===== src/rtl/seq_det_pkg.sv =====
// Shared constants and types for the serial pattern detector family.
// The configuration record is sized for the widest supported pattern.
package seq_det_pkg;

    localparam int PAT_MAX = 32;
    localparam int DEF_PAT_W = 4;
    localparam logic [DEF_PAT_W-1:0] DEF_PATTERN = 4'b0110;

    // Bits needed to count 0..n inclusive.
    function automatic int fill_width(input int n);
        return $clog2(n + 1);
    endfunction

    localparam int DEF_FILL_W = fill_width(DEF_PAT_W);

    typedef struct packed {
        logic [PAT_MAX-1:0] pattern;
        logic               overlap;
    } cfg_t;

endpackage


===== src/rtl/sat_counter.sv =====
// Generic saturating event counter with synchronous clear.
// Clear takes priority over increment.
module sat_counter #(
    parameter int W = 8
) (
    input  logic         clk,
    input  logic         rst,
    input  logic         clr_i,
    input  logic         inc_i,
    output logic [W-1:0] cnt_o
);

    logic [W-1:0] cnt_q;
    logic [W-1:0] cnt_d;

    always_comb begin
        cnt_d = cnt_q;
        if (clr_i) begin
            cnt_d = '0;
        end else if (inc_i && (cnt_q != '1)) begin
            cnt_d = cnt_q + W'(1);
        end
    end

    always_ff @(posedge clk) begin
        if (rst) begin
            cnt_q <= '0;
        end else begin
            cnt_q <= cnt_d;
        end
    end

    assign cnt_o = cnt_q;

endmodule


===== src/rtl/seq_pattern_detector.sv =====
// Runtime-programmable serial pattern detector with overlap control,
// registered one-cycle match pulse and saturating match counter.
module seq_pattern_detector
    import seq_det_pkg::*;
#(
    parameter int               PAT_W   = 4,
    parameter logic [PAT_W-1:0] PAT_RST = 4'b0110,
    parameter logic             OVL_RST = 1'b1,
    parameter int               CNT_W   = 8
) (
    input  logic             clk,
    input  logic             rst,
    input  logic             in_valid,
    input  logic             in,
    input  logic             cfg_we,
    input  logic [PAT_W-1:0] cfg_pattern,
    input  logic             cfg_overlap,
    input  logic             cnt_clr,
    output logic             match,
    output logic [CNT_W-1:0] match_cnt,
    output logic             busy
);

    localparam int FW = fill_width(PAT_W);
    localparam logic [FW-1:0] FILL_MAX = FW'(PAT_W);

    cfg_t             cfg_q, cfg_d;
    logic [PAT_W-1:0] hist_q, hist_d;
    logic [FW-1:0]    fill_q, fill_d;
    logic             match_q, match_d;

    logic [PAT_W-1:0] hist_n;
    logic [FW-1:0]    fill_n;
    logic             hit;

    always_comb begin
        hist_n  = {hist_q[PAT_W-2:0], in};
        fill_n  = (fill_q == FILL_MAX) ? fill_q : fill_q + FW'(1);
        hit     = in_valid && (fill_n == FILL_MAX)
                  && (PAT_MAX'(hist_n) == cfg_q.pattern);

        cfg_d   = cfg_q;
        hist_d  = hist_q;
        fill_d  = fill_q;
        match_d = 1'b0;

        // A config write restarts detection and swallows any same-cycle bit.
        if (cfg_we) begin
            cfg_d.pattern = PAT_MAX'(cfg_pattern);
            cfg_d.overlap = cfg_overlap;
            hist_d        = '0;
            fill_d        = '0;
        end else if (in_valid) begin
            hist_d  = hist_n;
            fill_d  = (hit && !cfg_q.overlap) ? '0 : fill_n;
            match_d = hit;
        end
    end

    always_ff @(posedge clk) begin
        if (rst) begin
            cfg_q.pattern <= PAT_MAX'(PAT_RST);
            cfg_q.overlap <= OVL_RST;
            hist_q        <= '0;
            fill_q        <= '0;
            match_q       <= 1'b0;
        end else begin
            cfg_q   <= cfg_d;
            hist_q  <= hist_d;
            fill_q  <= fill_d;
            match_q <= match_d;
        end
    end

    // Fed with the next match value so the count moves on the same edge.
    sat_counter #(
        .W(CNT_W)
    ) u_cnt (
        .clk   (clk),
        .rst   (rst),
        .clr_i (cnt_clr),
        .inc_i (match_d),
        .cnt_o (match_cnt)
    );

    assign match = match_q;
    assign busy  = (fill_q != '0);

endmodule


===== config.mk =====
export PLATFORM = sky130hd
export DESIGN_NAME = seq_pattern_detector
export DESIGN_NICKNAME = d
export VERILOG_FILES = /design/src/rtl/seq_det_pkg.sv /design/src/rtl/sat_counter.sv /design/src/rtl/seq_pattern_detector.sv
export SDC_FILE = /design/constraint.sdc
export NUM_CORES = 1
export LEC_CHECK = 0
export BUFFER_PORTS_ARGS = -buffer_cell sky130_fd_sc_hd__buf_2
export CORE_MARGIN = 4
export CORE_UTILIZATION = 45
export DETAILED_ROUTE_END_ITERATION = 10
export GPL_ROUTABILITY_DRIVEN = 0
export GPL_TIMING_DRIVEN = 0
export PLACE_DENSITY = 0.68
export REMOVE_ABC_BUFFERS = 1
export SLEW_MARGIN = 0
export SYNTH_ARGS = -nofsm -noshare
export SYNTH_HDL_FRONTEND = slang
export SYNTH_HIERARCHICAL = 1
export SYNTH_SLANG_ARGS = --single-unit
export TNS_END_PERCENT = 20

===== constraint.sdc =====
create_clock -name clk -period 2.8 [get_ports clk]
set_clock_uncertainty 0.15 [all_clocks]
set_input_delay 0.28 -clock clk [delete_from_list [all_inputs] [get_ports clk]]
set_output_delay 0.28 -clock clk [all_outputs]
set_load 0.02 [all_outputs]

==> results of run 1 <==
==> routing by layer <==
| layer | vias to the layer above | share of wire (%) | track usage [%] |
|---|---|---|---|
| li1 | 430 | - | - |
| met1 | 389 | 42 | 13.0 |
| met2 | 20 | 51 | 25.5 |
| met3 | 2 | 6.6 | 5.57 |
| met4 | 0 | 0.70 | 2.08 |
| met5 | - | 0 | 0 |
==> stage by stage <==
stage               setup slack [ns]  power (uW)  instance area [um2]  utilization [%]
CTS                            0.145         517                 1180             53.8
detailed placement            0.0152         349                 1140             51.9
global route                  0.0358         533                 1190             54.2
finish                         0.226         508                 1190             54.2
global placement              0.0202         348                 1140             51.9
floorplan                      0.269         329                 1000                -
==> power by group <==
group	switching, uW	internal (uW)
Clock	85.4	79.3
Sequential	4.80	291
Combinational	25.5	22.3
==> sequential cells by signal, indices dropped and copies added (netlist names) <==
name         flops
fill_q           3
match            1
cfg_q            5
u_cnt/cnt_o      8
hist_q           3
==> worst max-delay path, cell delays in order (launching register included) <==
cell,delay [ns]
dfxtp_1,0.42
inv_1,0.06
ha_1,0.30
and2b_1,0.21
o2111ai_2,0.19
nor4_4,0.37
and4_1,0.33
a31oi_1,0.15
a2111oi_4,0.32
==> layout by cell type, fill, tap and decap left out, drive strengths merged, types with 2 or more instances in the layout <==
cell / count
a211o: 3
a21boi: 5
a21oi: 5
and3: 3
and3b: 2
and4: 2
buf: 20
clkbuf: 4
dfxtp: 20
ha: 3
inv: 3
mux2i: 10
nand2: 7
nand3: 2
nand4: 2
nor2: 8
nor2b: 4
nor4: 3
o21ai: 2
or3: 3
xnor2: 5
==> final cells by class <==
cell class	instances	area [um2]	area share, %
inverters	3	11.3	0.948
flip-flops and latches	20	400	33.7
clock buffers	4	36.3	3.06
well taps	28	35.0	2.95
repair buffers	20	100	8.43
multi-input cells	80	604	50.9
==> cell families (layout without fill, tap and decap cells) <==
logic type               after synthesis  in the layout  share of synthesized area [%]
XOR/XNOR                               5              5                           4.27
buffers and inverters                  7             27                           3.54
AO/OA/AOI/OAI                         19             19                           15.9
multiplexers                          10             10                           9.76
flip-flops                            20             20                           39.0
adder cells (fa/ha/maj)                3              3                           3.66
AND/OR/NAND/NOR                       43             43                           23.9
==> how the worst max path moves through the flow <==
stage / end / slack (ns) / cells past startpoint
2_1_floorplan: u_cnt/cnt_o[5] / 0.27 / 8
3_3_place_gp: u_cnt/cnt_o[5] / 0.02 / 8
3_5_place_dp: u_cnt/cnt_o[5] / 0.02 / 8
4_1_cts: u_cnt/cnt_o[5] / 0.15 / 8
5_1_grt: u_cnt/cnt_o[5] / 0.04 / 8
6_report: u_cnt/cnt_o[5] / 0.23 / 8
==> repair_timing <==
| item | in CTS | in global routing |
|---|---|---|
| gates resized for setup | 1 | 1 |
| endpoints found under the setup margin | 1 | 1 |
| hold buffers | 0 | 0 |
==> impl_metrics.env, run 1 <==
export IMPL_die_w_um=55.8
export IMPL_cts_tree="yes"
export IMPL_clk_pin_slew_worst_paths_ns=0.11
export IMPL_period_share_pct=91.9
export IMPL_hold_start="cfg_pattern[2]"
export IMPL_cts_htree_levels=1
export IMPL_layout_min_cycle_time_ns=2.57
export IMPL_worstSetupEndpointType="register"
export IMPL_synth_main_ff_cell="dfxtp_1"
export IMPL_ys_warn_count=6
export IMPL_irDropWorstVdd_uv=334
export IMPL_die_y_um=55.8
export IMPL_synth_avg_cell_area_um2=9.59
export IMPL_setup_viol=0
export IMPL_path_max_fanout=5
export IMPL_max_cap_violations=0
export IMPL_nNetsFinal=142
export IMPL_p_leak_uw=0.000496
export IMPL_postRouteAntennaNets=0
export IMPL_gr_total_overflow=0
export IMPL_dp_cells=151
export IMPL_via_count=841
export IMPL_clk_latency_ns=0.30
export IMPL_path_class="reg -> reg"
export IMPL_tns_ns=0
export IMPL_critPathLaunchType="register"
export IMPL_ios=21
export IMPL_stdcell_count=155
export IMPL_drc_errors=0
export IMPL_drive_gt1_share_pct=22.0
export IMPL_async_flop_share_pct=0
export IMPL_ys_seq_elements=20
export IMPL_synth_distinct_cells=34
export IMPL_area_growth_pct=15.7
export IMPL_cts_buffers=3
export IMPL_yosys_area_top_type="dfxtp_1"
export IMPL_hold_violations=0
export IMPL_die_area_mm2=0.00311
export IMPL_fmax_ghz=0.389
export IMPL_critPathLaunch="fill_q[0]"
export IMPL_start_util_pct=46.8
export IMPL_synthTopCellsByArea="dfxtp_1, mux2i_1, xnor2_1, ha_1, nor2_1"
export IMPL_grt_max_degree=13
export IMPL_clock_sinks=20
export IMPL_yosys_top_cells_count="dfxtp_1, mux2i_1, nor2_1"
export IMPL_synth_seq_area_share_pct=39.0
export IMPL_arrival_ns=2.64
export IMPL_relSlewSlack_pct=69.8
export IMPL_grt_pass1_wl_um=3320
export IMPL_r2r_slack_ns=0.23
export IMPL_vias_per_cell=5.43
export IMPL_synth_cells=107
export IMPL_hold_ws_ns=0.0311
export IMPL_cts_path_max_buffers=2
export IMPL_root_buffer="clkbuf_4"
export IMPL_hp_class="in -> reg"
export IMPL_r2r_start="fill_q[0]"
export IMPL_first_global_vias=817
export IMPL_hold_end="cfg_q[3]"
export IMPL_synth_top_area_share_pct=39.0
export IMPL_track_usage_pct=13.1
export IMPL_post_cts_buffers=0
export IMPL_drt_wl_total_um=1850
export IMPL_synthesis_area_mm2=0.00103
export IMPL_worst_pin_slew_ns=0.449
export IMPL_rsz0062_at_grt="false"
export IMPL_n_fill_cell=210
export IMPL_synth_edff_count=0
export IMPL_maxSlewViolCount=0
export IMPL_antenna_found_initial=0
export IMPL_hold_depth=2
export IMPL_core_mm2=0.00219
export IMPL_rr_endpoint="u_cnt/cnt_o[5]"
export IMPL_drt_initial_drc_count=12
export IMPL_powerDensity_mw_per_mm2=428
export IMPL_dp_hpwl_um=1450
export IMPL_port_buffers=20
export IMPL_required_ns=2.86
export IMPL_r2r_cells=8
export IMPL_synth_most_common_cell="dfxtp_1"
export IMPL_core_rowCount=17
export IMPL_dr_pass1_iters=2
export IMPL_antennaDiodeCount=0
export IMPL_post_drt_wl_per_cell_um=11.9
export IMPL_status="finished clean"
Power figures use the tool's default switching activity.
==> run 2, diff against run 1 <==
--- a/config.mk
+++ b/config.mk
@@ -5,6 +5,7 @@
 export SDC_FILE = /design/constraint.sdc
 export NUM_CORES = 1
 export LEC_CHECK = 0
+export ABC_AREA = 1
 export BUFFER_PORTS_ARGS = -buffer_cell sky130_fd_sc_hd__buf_2
 export CORE_MARGIN = 4
 export CORE_UTILIZATION = 45
==> run 2 against run 1 <==
Against the previous run:
- critical endpoint is now u_cnt/cnt_o[3]
- cell area decreased by 0.95%
- sequential power about the same
- worst hold slack gained 0.0065 ns
- worst setup slack improved by 0.21 ns
- fmax rose by 8.8%
- synthesized cell count increased by 45%
- first-iteration DRC count rose by 83%
- area after synthesis is 0.37% higher
- wire length rose by 12%
==> impl_metrics.env, run 2 <==
export IMPL_p_leak_uw=0.000536
export IMPL_power_switching_uw=115
export IMPL_rsz0062_at_grt="false"
export IMPL_placed_cell_area_mm2=0.00115
export IMPL_area_growth_pct=14.2
export IMPL_cp_slowest_stage_delay_ns=0.40
export IMPL_dp_hpwl_um=1590
export IMPL_internal_power_uw=362
export IMPL_post_drt_wl_per_cell_um=10.2
export IMPL_place_ws_ns=0.257
export IMPL_yosys_top_cells_count="nand2_1, nor2_1, inv_1"
export IMPL_fin_area_mm2=0.00118
export IMPL_antennaDiodeCount=0
export IMPL_die_area_mm2=0.00312
export IMPL_cp_depth=14
export IMPL_globalRoute_busiestLayer="met2"
export IMPL_synth_top_area_share_pct=38.9
export IMPL_root_buffer="clkbuf_4"
export IMPL_drc_errors=0
export IMPL_start_util_pct=47.0
export IMPL_seqPwrFrac_pct=62.4
export IMPL_combPwrFrac_pct=10.2
export IMPL_hp_class="in -> reg"
export IMPL_synth_seq_area_share_pct=38.9
export IMPL_layout_commonest_cell="nand2_1"
export IMPL_path_class="reg -> reg"
export IMPL_hold_violations=0
export IMPL_vias_per_cell=4.85
export IMPL_drive_gt1_share_pct=17.7
export IMPL_max_cap_violations=0
export IMPL_die_y_um=55.8
export IMPL_setup_viol=0
export IMPL_cts_htree_levels=1
export IMPL_async_flop_share_pct=0
export IMPL_dr_pass1_iters=4
export IMPL_irDropWorstVdd_uv=201
export IMPL_synthesis_area_mm2=0.00103
export IMPL_crit_end="u_cnt/cnt_o[3]"
export IMPL_fmax_ghz=0.423
export IMPL_path_max_fanout=12
export IMPL_clock_power_share_pct=27.5
export IMPL_cts_tree="yes"
export IMPL_gr_total_overflow=0
export IMPL_setup_ws_ns=0.435
export IMPL_synth_cells=155
export IMPL_sw_frac_of_total_pct=24.2
export IMPL_n_fill_cell=219
export IMPL_use_met2_pct=21.8
export IMPL_synthTopCellsByArea="dfxtp_1, nand2_1, nor2_1, inv_1, nand3_1"
export IMPL_arrival_ns=2.41
export IMPL_critPathLaunchType="register"
export IMPL_synthXorXnorAreaFrac_pct=1.70
export IMPL_first_global_vias=854
export IMPL_hold_start="cfg_pattern[1]"
export IMPL_ctsResizeCount=0
export IMPL_antenna_found_initial=0
export IMPL_core_mm2=0.00219
export IMPL_via_count=984
export IMPL_synth_most_common_cell="nand2_1"
export IMPL_muxShareOfSynthArea_pct=0
export IMPL_yosys_area_top_type="dfxtp_1"
export IMPL_status="finished clean"
export IMPL_clk_latency_ns=0.29
export IMPL_crit_buf_inv=4
export IMPL_worstSetupEndpointType="register"
export IMPL_r2r_slack_ns=0.44
export IMPL_cp_top_family="simple AND/OR/NAND/NOR gates"
export IMPL_r2r_cells=14
export IMPL_track_usage_pct=13.5
export IMPL_synth_distinct_cells=20
export IMPL_drt_wl_total_um=2070
export IMPL_relSlewSlack_pct=64.7
export IMPL_crit_chain="inv_1, ha_1, inv_1, nand2_1, nor2_1, nand3_1, nor2_1, inv_1, nor2_2, inv_1, nor2_1, nand3_1, nand2_1, nor2_1"
export IMPL_nNetsFinal=191
export IMPL_tns_ns=0
export IMPL_synth_top_family_by_area="simple AND/OR/NAND/NOR gates"
export IMPL_synthSimpleGateAreaFrac_pct=34.0
export IMPL_critPathLaunch="fill_q[0]"
export IMPL_clock_sinks=20
export IMPL_cts_buffers=3
export IMPL_ys_seq_elements=20
export IMPL_seqCellArea_um2=400
export IMPL_post_cts_buffers=0
export IMPL_cts_hold_buffers=0
export IMPL_synth_compound_area_share_pct=12.0
export IMPL_grt_pass1_wl_um=3530
export IMPL_period_share_pct=84.5
export IMPL_port_buffers=20
export IMPL_synth_edff_count=0
export IMPL_gr_usage_met1_pct=17.5
export IMPL_core_rowCount=17
export IMPL_powerDensity_mw_per_mm2=406
export IMPL_slowest_stage="dfxtp_1"
export IMPL_r2r_start="fill_q[0]"
export IMPL_cts_path_max_buffers=2
export IMPL_grt_max_degree=13
export IMPL_drt_initial_drc_count=22
export IMPL_maxSlewViolCount=0
export IMPL_postRouteAntennaNets=0
export IMPL_synth_adder_area_share_pct=3.65
export IMPL_largest_reg_flops=8
export IMPL_synth_main_ff_cell="dfxtp_1"
export IMPL_layout_min_cycle_time_ns=2.36
export IMPL_rr_endpoint="u_cnt/cnt_o[3]"
export IMPL_grtUsageMet3_pct=3.02
export IMPL_clk_pin_slew_worst_paths_ns=0.11
export IMPL_synth_avg_cell_area_um2=6.64
export IMPL_final_cell_mix="nand2_1, nor2_1, inv_1"
export IMPL_die_w_um=55.8
export IMPL_required_ns=2.84
export IMPL_ys_warn_count=6
export IMPL_multi_input_comb_area_um2=532
export IMPL_ios=21
export IMPL_worst_pin_slew_ns=0.527
-- run 2: through the flow --
stage | hold slack [ns] | utilization, % | cells | total power [uW]
after floorplan | 0.214 | - | 152 | 333
after global placement | 0.304 | 52.5 | 200 | 351
after detailed placement | 0.306 | 52.5 | 200 | 353
after CTS | 0.0343 | 53.6 | 203 | 481
after global routing | 0.0447 | 53.7 | 203 | 499
final | 0.0376 | 53.7 | 203 | 477
-- run 2: worst min-delay path by stage --
stage	depth (start not counted)	slack [ns]	endpoint
2_1_floorplan	1	0.21	fill_q[2]
3_3_place_gp	2	0.30	cfg_q[0]
3_5_place_dp	2	0.31	cfg_q[0]
4_1_cts	3	0.03	cfg_q[2]
5_1_grt	3	0.04	cfg_q[2]
6_report	3	0.04	cfg_q[2]
-- run 2: cell type report --
cell class | count | share of cell area (%)
multi-input combinational | 109 | 45.2
timing repair buffer | 20 | 8.51
inverter | 23 | 7.34
clock buffer | 3 | 1.91
tap | 28 | 2.98
sequential | 20 | 34.0
-- run 2: worst min-delay path, cell delays in order --
cell	delay, ns
buf_2	0.07
nand2_1	0.04
nand3_1	0.06
-- run 2: power groups by stage --
stage               registers, uW  clock network [uW]  logic, uW
floorplan                     303                   0       30.6
global placement              304                   0       47.6
detailed placement            304                   0       48.7
CTS                           298                 135       48.9
global route                  299                 144       56.1
finish                        298                 131       48.6
-- run 2: layer usage --
layer  vias to the layer above  routed length, um
met1                       432               1010
li1                        528                  -
met2                        22                930
met5                         -                  0
met3                         2                110
met4                         0                 12
-- run 2: cells by family after synthesis --
kind of cell	after synthesis
xor gates and xnor gates	2
AOI/OAI and AO/OA	23
buffers and inverters	26
DFF	20
adders and majority gates	3
and+or+nand+nor	81
==> run 3, diff against run 2 <==
--- a/config.mk
+++ b/config.mk
@@ -5,14 +5,14 @@
 export SDC_FILE = /design/constraint.sdc
 export NUM_CORES = 1
 export LEC_CHECK = 0
-export ABC_AREA = 1
+export ABC_AREA = 0
 export BUFFER_PORTS_ARGS = -buffer_cell sky130_fd_sc_hd__buf_2
 export CORE_MARGIN = 4
 export CORE_UTILIZATION = 45
 export DETAILED_ROUTE_END_ITERATION = 10
 export GPL_ROUTABILITY_DRIVEN = 0
 export GPL_TIMING_DRIVEN = 0
-export PLACE_DENSITY = 0.68
+export PLACE_DENSITY = 0.7
 export REMOVE_ABC_BUFFERS = 1
 export SLEW_MARGIN = 0
 export SYNTH_ARGS = -nofsm -noshare
==> constraint.sdc (replaced) <==
create_clock -name clk -period 2 [get_ports clk]
set_clock_uncertainty 0.15 [all_clocks]
set_input_delay 0.2 -clock clk [delete_from_list [all_inputs] [get_ports clk]]
set_output_delay 0.2 -clock clk [all_outputs]
set_load 0.02 [all_outputs]
==> run 3 against run 2 <==
Against the previous run:
- the run now ends with negative setup slack left
- cell count decreased by 17%
- worst hold slack got worse by 0.017 ns
- critical path type unchanged
- sequential cell count is the same
- critical path depth down 5
- utilization is 10 points higher
- fmax rose by 6.3%
- register-to-register slack worse by 0.66 ns
- sequential power increased by 39%
==> impl_metrics.env, run 3 (synthesized netlist as in run 1, its figures left out) <==
export IMPL_max_cap_violations=0
export IMPL_hold_ws_ns=0.0205
export IMPL_status="complete, but fails checks"
export IMPL_cts_buffers=3
export IMPL_via_count=884
export IMPL_r2r_slack_ns=-0.22
export IMPL_powerDensity_mw_per_mm2=519
export IMPL_worst_pin_slew_ns=0.430
export IMPL_nNetsFinal=156
export IMPL_setup_ws_ns=-0.224
export IMPL_final_cell_mix="buf_2, dfxtp_1, mux2i_1"
export IMPL_die_w_um=55.8
export IMPL_slowest_stage="or4_1"
export IMPL_ios=21
export IMPL_drive_gt1_share_pct=36.9
export IMPL_cp_top_family="simple AND/OR/NAND/NOR gates"
export IMPL_cts_tree="yes"
export IMPL_worstSetupEndpointType="register"
export IMPL_required_ns=2.04
export IMPL_cts_path_max_buffers=2
export IMPL_path_max_fanout=2
export IMPL_irDropWorstVdd_uv=683
export IMPL_drt_wl_total_um=2110
export IMPL_crit_end="u_cnt/cnt_o[6]"
export IMPL_root_buffer="clkbuf_4"
export IMPL_r2r_cells=9
export IMPL_period_share_pct=111
export IMPL_drc_errors=0
export IMPL_clk_pin_slew_worst_paths_ns=0.11
export IMPL_first_global_vias=836
export IMPL_largest_reg_flops=8
export IMPL_dp_hpwl_um=1420
export IMPL_path_class="reg -> reg"
export IMPL_r2r_start="fill_q[1]"
export IMPL_violations="negative setup slack"
export IMPL_antenna_found_initial=0
export IMPL_dp_cells=151
export IMPL_n_fill_cell=184
export IMPL_area_growth_pct=36.0
export IMPL_postRouteAntennaNets=0
export IMPL_grt_pass1_wl_um=3490
export IMPL_track_usage_pct=13.5
export IMPL_finalCoreUtilization_pct=63.7
export IMPL_rr_endpoint="u_cnt/cnt_o[6]"
export IMPL_post_drt_wl_per_cell_um=12.5
export IMPL_cp_slowest_stage_delay_ns=0.39
export IMPL_hp_class="in -> reg"
export IMPL_core_mm2=0.00219
export IMPL_layout_commonest_cell="buf_2"
export IMPL_cp_depth=9
export IMPL_maxSlewViolCount=0
export IMPL_rsz0062_at_grt="true"
export IMPL_vias_per_cell=5.23
export IMPL_clock_sinks=20
export IMPL_critPathLaunch="fill_q[1]"
export IMPL_crit_buf_inv=2
export IMPL_setup_viol=8
export IMPL_drt_initial_drc_count=11
export IMPL_p_leak_uw=0.000567
export IMPL_arrival_ns=2.26
export IMPL_port_buffers=20
export IMPL_cts_htree_levels=1
export IMPL_fmax_ghz=0.450
export IMPL_stdcell_count=169
export IMPL_start_util_pct=46.8
export IMPL_hold_violations=0
export IMPL_die_area_mm2=0.00311
export IMPL_clk_latency_ns=0.29
export IMPL_antennaDiodeCount=0
export IMPL_gr_total_overflow=0
export IMPL_grt_max_degree=13
export IMPL_critPathLaunchType="register"
export IMPL_total_power_uw=725
export IMPL_layout_min_cycle_time_ns=2.22
export IMPL_crit_chain="inv_2, ha_4, and2b_1, o2111ai_4, nor4_4, buf_4, nand3_2, or4_1, and3_1"
export IMPL_dr_pass1_iters=4
export IMPL_relSlewSlack_pct=71.2
export IMPL_core_rowCount=17
export IMPL_die_y_um=55.8
[run 3: cell types whose count changed in the layout (fill, tap and decap cells not counted), sizes merged, moves of 4 or more]
cell,delta
o21ai,-7
nor2b,+4
mux2i,+10
inv,-20
nand3,-13
a21oi,-7
nor2,-21
a21boi,+5
nand2,-29
dlygate4sd3,+5
buf,+9
[run 3: area by class of cell]
cell class	count	area (um2)	area share [%]
inverters	3	11.3	0.807
multi-input cells	80	688	49.3
repair buffers	34	221	15.9
flip-flops and latches	20	403	28.9
clock buffers	4	36.3	2.60
well taps	28	35.0	2.51
[run 3: metal layers]
metal / part of all wire (%) / vias to the layer above / GRT usage (%) / wire (um)
met2: 52 / 20 / 26.0 / 1100
met4: 0 / 0 / 2.08 / 0
met5: 0 / - / 0 / 0
met3: 5.5 / 0 / 2.78 / 115
li1: - / 455 / - / -
met1: 42 / 409 / 15.4 / 894
[run 3: worst reg2reg max path: stages (launching register included)]
cell       delay (ns)
dfxtp_2          0.35
inv_2            0.04
ha_4             0.23
and2b_1          0.22
o2111ai_4        0.16
nor4_4           0.18
buf_4            0.15
nand3_2          0.07
or4_1            0.39
and3_1           0.18
[run 3: timing repair]
item,CTS,global route
endpoints found under the hold margin,5,0
cloned,0,0
setup endpoints to repair,8,8
hold buffers,5,0
resized for setup,16,7
buffers inserted,6,3
pin swaps,8,4
[run 3: how the worst min path moves through the flow]
| stage | startpoint | end | slack (ns) | cells after the start |
|---|---|---|---|---|
| floorplan | cnt_clr | u_cnt/cnt_o[5] | 0.11 | 1 |
| global placement | cfg_pattern[1] | cfg_q[2] | 0.25 | 2 |
| detailed placement | cfg_overlap | cfg_q[0] | 0.26 | 2 |
| CTS | cnt_clr | u_cnt/cnt_o[5] | 0.01 | 2 |
| global route | cnt_clr | u_cnt/cnt_o[5] | 0.01 | 2 |
| finish | cnt_clr | u_cnt/cnt_o[2] | 0.02 | 2 |
[run 3: where the power goes]
| part | internal (uW) | switching (uW) | total (uW) |
|---|---|---|---|
| Clock | 111 | 116 | 227 |
| Sequential | 407 | 6.03 | 413 |
| Combinational | 42.7 | 41.7 | 84.4 |
| Total | 561 | 164 | 725 |
[run 3: metrics by stage]
step | TNS (ns) | cell area (um2) | setup WS (ns)
floorplan | -2.68 | 1000 | -0.531
finish | -0.948 | 1400 | -0.224
global placement | -4.67 | 1140 | -0.782
global route | -1.62 | 1400 | -0.307
CTS | -1.14 | 1350 | -0.304
detailed placement | -4.99 | 1140 | -0.817
